[config.mk]
export PLATFORM = sky130hd
export DESIGN_NAME = imem_boot_loader
export DESIGN_NICKNAME = d
export VERILOG_FILES = /design/src/rtl/imem_boot_loader.sv
export SDC_FILE = /design/constraint.sdc
export NUM_CORES = 1
export LEC_CHECK = 0
export ABC_AREA = 0
export BUFFER_PORTS_ARGS = -buffer_cell sky130_fd_sc_hd__buf_2
export CELL_PAD_IN_SITES_DETAIL_PLACEMENT = 1
export CELL_PAD_IN_SITES_GLOBAL_PLACEMENT = 1
export CORE_ASPECT_RATIO = 0.5
export CORE_UTILIZATION = 49
export CTS_BUF_LIST = sky130_fd_sc_hd__clkbuf_8
export DETAILED_ROUTE_END_ITERATION = 10
export PLACE_DENSITY_LB_ADDON = 0.3
export SETUP_SLACK_MARGIN = 0.15
export SLEW_MARGIN = 0
export SYNTH_ARGS = -nofsm -noshare
export SYNTH_HDL_FRONTEND = slang
export SYNTH_SLANG_ARGS = --single-unit
[constraint.sdc]
create_clock -name clk -period 3.6 [get_ports clk]
set_input_delay 0 -clock clk [delete_from_list [all_inputs] [get_ports clk]]
set_output_delay 0 -clock clk [all_outputs]
set_load 0.02 [all_outputs]
[src/rtl/imem_boot_loader.sv]
// Boot-time instruction memory loader.
// Accepts a length-prefixed byte stream, writes the payload into the instruction
// memory one byte per transfer, verifies an 8-bit additive checksum, and releases
// the CPU reset only after a verified load.
module imem_boot_loader #(
    parameter int unsigned MEM_BYTES = 1024,
    parameter int unsigned ADDR_W    = 10
) (
    input  logic              clk,
    input  logic              rst,
    input  logic              start,
    input  logic [7:0]        in_byte,
    input  logic              in_valid,
    output logic              in_ready,
    output logic              mem_we,
    output logic [ADDR_W-1:0] mem_addr,
    output logic [7:0]        mem_wdata,
    output logic              cpu_rst,
    output logic              busy,
    output logic              done,
    output logic              err
);

    typedef enum logic [2:0] {
        StIdle,
        StLenHi,
        StLenLo,
        StLoad,
        StCheck,
        StDone,
        StErr
    } state_t;

    localparam logic [15:0] MEM_LIMIT = 16'(MEM_BYTES);

    state_t      state_q;
    logic [7:0]  len_hi_q;
    logic [15:0] len_q;
    logic [15:0] cnt_q;
    logic [7:0]  sum_q;

    logic        xfer;
    logic [15:0] len_word;
    logic [15:0] cnt_next;

    // Handshake and status are pure functions of the current state.
    assign in_ready = (state_q == StLenHi) || (state_q == StLenLo) ||
                      (state_q == StLoad)  || (state_q == StCheck);
    assign busy     = in_ready;

    assign xfer     = in_valid & in_ready;
    // Full payload length as seen during the LEN_LO transfer.
    assign len_word = {len_hi_q, in_byte};
    assign cnt_next = cnt_q + 16'd1;

    // Session FSM with registered memory-write and completion outputs.
    always_ff @(posedge clk) begin
        if (rst) begin
            state_q   <= StIdle;
            len_hi_q  <= 8'h00;
            len_q     <= 16'h0000;
            cnt_q     <= 16'h0000;
            sum_q     <= 8'h00;
            mem_we    <= 1'b0;
            mem_addr  <= '0;
            mem_wdata <= 8'h00;
            cpu_rst   <= 1'b1;
            done      <= 1'b0;
            err       <= 1'b0;
        end else begin
            // Write strobe is a single-cycle pulse per accepted payload byte.
            mem_we <= 1'b0;
            case (state_q)
                StIdle: begin
                    if (start) begin
                        state_q <= StLenHi;
                        cnt_q   <= 16'h0000;
                        sum_q   <= 8'h00;
                        done    <= 1'b0;
                        err     <= 1'b0;
                    end
                end
                StLenHi: begin
                    if (xfer) begin
                        len_hi_q <= in_byte;
                        state_q  <= StLenLo;
                    end
                end
                StLenLo: begin
                    if (xfer) begin
                        len_q <= len_word;
                        if ((len_word > MEM_LIMIT) || (len_word[1:0] != 2'b00)) begin
                            state_q <= StErr;
                            err     <= 1'b1;
                        end else if (len_word == 16'h0000) begin
                            state_q <= StCheck;
                        end else begin
                            state_q <= StLoad;
                        end
                    end
                end
                StLoad: begin
                    if (xfer) begin
                        mem_we    <= 1'b1;
                        mem_addr  <= cnt_q[ADDR_W-1:0];
                        mem_wdata <= in_byte;
                        sum_q     <= sum_q + in_byte;
                        cnt_q     <= cnt_next;
                        if (cnt_next == len_q) begin
                            state_q <= StCheck;
                        end
                    end
                end
                StCheck: begin
                    if (xfer) begin
                        if (in_byte == sum_q) begin
                            state_q <= StDone;
                            done    <= 1'b1;
                            cpu_rst <= 1'b0;
                        end else begin
                            state_q <= StErr;
                            err     <= 1'b1;
                        end
                    end
                end
                StDone: begin
                    if (start) begin
                        state_q <= StLenHi;
                        cnt_q   <= 16'h0000;
                        sum_q   <= 8'h00;
                        done    <= 1'b0;
                        cpu_rst <= 1'b1;
                    end
                end
                StErr: begin
                    if (start) begin
                        state_q <= StLenHi;
                        cnt_q   <= 16'h0000;
                        sum_q   <= 8'h00;
                        err     <= 1'b0;
                    end
                end
                default: begin
                    state_q <= StIdle;
                end
            endcase
        end
    end

endmodule

==> impl_metrics.tcl <==
set metrics [dict create \
    synthTopCellsByArea "dfxtp_1 (37%), nand2_1 (10%), a21oi_1 (6.9%), xnor2_1 (4.2%), o21ai_0 (3.6%)" \
    yosysWarnings 0 \
    start_kind "flip-flop" \
    critPathRequiredTime_ns 3.90 \
    synthToLayoutAreaGrowth_pct 12.0 \
    peakVddDrop_mv 0.367 \
    cts.clk_slew.worst_paths_ns 0.08 \
    synth.top_cell.area_share 0.372 \
    root_buffer "clkbuf_8" \
    syn_area_um2 3930 \
    die_height_um 65.3 \
    synth_async_sr_flop_share 0 \
    yosysUniqueCellTypes 60 \
    worst_slack_ns 0.595 \
    p_per_area_nw_per_um2 465 \
    synthFlopType "dfxtp_1" \
    io_pins 36 \
    maxCapViolCount 0 \
    cts_sinks 73 \
    grt_util_met3 0.0643 \
    place_inst 616 \
    finClkSkew_ns 0.0113 \
    grt_pass1_wl_mm 21.3 \
    rows 22 \
    worstMarginPinSlew_ns 1.11 \
    synth_seq_cells 73 \
    final_cells 641 \
    finalNetCount 549 \
    place_hpwl_mm 8.72 \
    ctsResizeCount 0 \
    fmaxAchievable_ghz 0.333 \
    setup_viol 0 \
    grt_use_total 0.339 \
    hold_viol_final 0 \
    rr_startpoint "cnt_q[0]$_SDFFE_PP0P_" \
    grt_max_degree 53 \
    drt-pass1-iter-count 5 \
    setup_tns_ns 0 \
    vias_per_cell 6.13 \
    hold_ws_ns 0.122 \
    dieWidth_um 129 \
    slew-limit-headroom 0.257 \
    cp_max_fo 10 \
    hold_class "input port to flip-flop" \
    wire_per_inst_um 20.5 \
    worstSetupPathType "flip-flop to flip-flop" \
    ant_nets 0 \
    fp.coreArea_um2 7540 \
    grt_pass1_vias 3950 \
    avgSynthCellArea_um2 7.76 \
    worstPathArrival_ns 3.31 \
    tritoncts "yes" \
    grt_overflow_total 0 \
    ys_seq_area_frac 0.372 \
    gp_congestion 0.900 \
    port_buffers 35 \
    wl_mm 13.1 \
    htreeDepth 3 \
    hp-start "in_valid" \
    first_iter_violations 426 \
    busiest_layer "met2" \
    gr-usage-met1 0.473 \
    cp-end-kind "flip-flop" \
    synth_top_area_cell "dfxtp_1" \
    cts_buffer_depth 2 \
    fin_crit_sh 0.835 \
    synth_edf_count 0 \
    antenna_found_initial 0 \
    pre_cts_ws_ns 0.713 \
    fin_crit_ns 3.00 \
    rsz0062_at_grt "no" \
    status "finished, final reports clean" \
    critPathLaunch "cnt_q[0]$_SDFFE_PP0P_" \
    clkLatencyLatePin_ns 0.37 \
    synthCells 506 \
    die_area_um2 8400 \
    drive_gt1_frac 0.122 \
    maxSlewViolCount 0 \
    cts_buffers 9 \
    syn_nets 527 \
    leakagePower_uw 0.00160 \
    via_count 3932 \
    antenna_cells 0 \
    drc 0 \
    start_util 0.521 \
    fin_total_pwr_uw 2050 \
    met2_usage 0.532 \
]
==> state kept, by name, summed over array words and instances (netlist names) <==
| signal | count |
|---|---|
| cnt_q | 16 |
| cpu_rst | 1 |
| done | 1 |
| err | 1 |
| len_hi_q | 8 |
| len_q | 16 |
| mem_addr | 10 |
| mem_wdata | 8 |
| mem_we | 1 |
| state_q | 3 |
| sum_q | 8 |
==> critical path: stages, from the launching register on <==
cell      delay (ns)
dfxtp_1         0.54
ha_1            0.31
nand3_1         0.34
nor2_1          0.38
o311ai_0        0.15
or4_1           0.44
nor4b_2         0.53
a32o_1          0.27
==> layout make-up <==
type                    count  area [um^2]
fillers                   958         3140
multi-input cells         386         2260
flip-flops and latches     73         1460
repair buffers             48          295
clock buffers              10          138
well taps                 108          135
clock inverters             6         66.3
inverters                  10         37.5
==> what timing repair did <==
item | in CTS | in global routing
buffers inserted | 0 | 0
hold buffers | 9 | 0
endpoints found under the hold margin | 25 | 0
==> cell usage after synthesis, drive strengths merged (2+ instances only) <==
master / instances
o311ai: 3
o211ai: 6
a32o: 2
o21ai: 28
buf: 14
nor2b: 9
o22ai: 2
a211oi: 8
a22o: 3
and3: 7
nand2: 106
nor4: 7
mux2i: 4
a22oi: 7
a311oi: 2
a21oi: 54
a31oi: 6
and2: 3
nand4: 9
nor2: 28
a21o: 2
o31ai: 10
dfxtp: 73
nand3: 9
or2: 2
or3: 2
ha: 8
nor3: 7
inv: 10
xnor2: 19
or4: 3
xor2: 7
nand3b: 2
clkbuf: 23
nor3b: 3
==> logic make-up after synthesis <==
logic type | count (synthesis) | synth area share
buffers and inverters | 47 | 0.0510
flip-flops | 73 | 0.372
AND/OR/NAND/NOR | 203 | 0.249
multiplexers | 4 | 0.0102
XOR/XNOR | 26 | 0.0580
AO/OA/AOI/OAI | 143 | 0.227
adder cells (fa/ha/maj) | 10 | 0.0331
==> layout by cell type, fill, tap and decap left out, types with 8 or more instances in the layout <==
cell | netlist | final
o21ai_0 | 28 | 28
nor2b_1 | 9 | 9
a211oi_1 | 8 | 8
dlygate4sd3_1 | 0 | 9
buf_2 | 9 | 35
nand4_1 | 8 | 8
inv_1 | 10 | 10
nand2_1 | 106 | 106
nor2_1 | 28 | 28
nand3_1 | 9 | 9
dfxtp_1 | 73 | 73
ha_1 | 8 | 8
clkbuf_8 | 0 | 10
xnor2_1 | 19 | 19
a21oi_1 | 54 | 54
o31ai_1 | 10 | 10
==> path summary, 6_finish.rpt <==
| kind | to | slack, ns | cells after the start |
|---|---|---|---|
| min | cpu_rst$_SDFFE_PP1P_ | 0.12 | 4 |
| min reg2reg | mem_addr[3]$_SDFFE_PP0P_ | 0.45 | 2 |
| max reg2reg | state_q[2]$_SDFFE_PP0P_ | 0.60 | 7 |
| max | state_q[2]$_SDFFE_PP0P_ | 0.60 | 7 |
==> metal layers <==
| layer | part of all wire | vias up | wire length, um |
|---|---|---|---|
| met5 | 0 | - | 0 |
| met4 | 0.016 | 0 | 216 |
| met3 | 0.054 | 26 | 710 |
| met2 | 0.46 | 124 | 6030 |
| met1 | 0.47 | 1946 | 6160 |
| li1 | - | 1836 | - |
==> through the flow <==
| stage | area [um^2] | util |
|---|---|---|
| floorplan | 3930 | - |
| global placement | 4100 | 0.544 |
| detailed placement | 4100 | 0.544 |
| CTS | 4400 | 0.583 |
| global route | 4400 | 0.583 |
| finish | 4400 | 0.583 |
==> where the power goes <==
| part | internal [uW] | total (uW) | switching (uW) |
|---|---|---|---|
| clock | 340 | 677 | 338 |
| sequential | 846 | 919 | 73.8 |
| combinational | 157 | 450 | 293 |
Power figures use the tool's default switching activity.
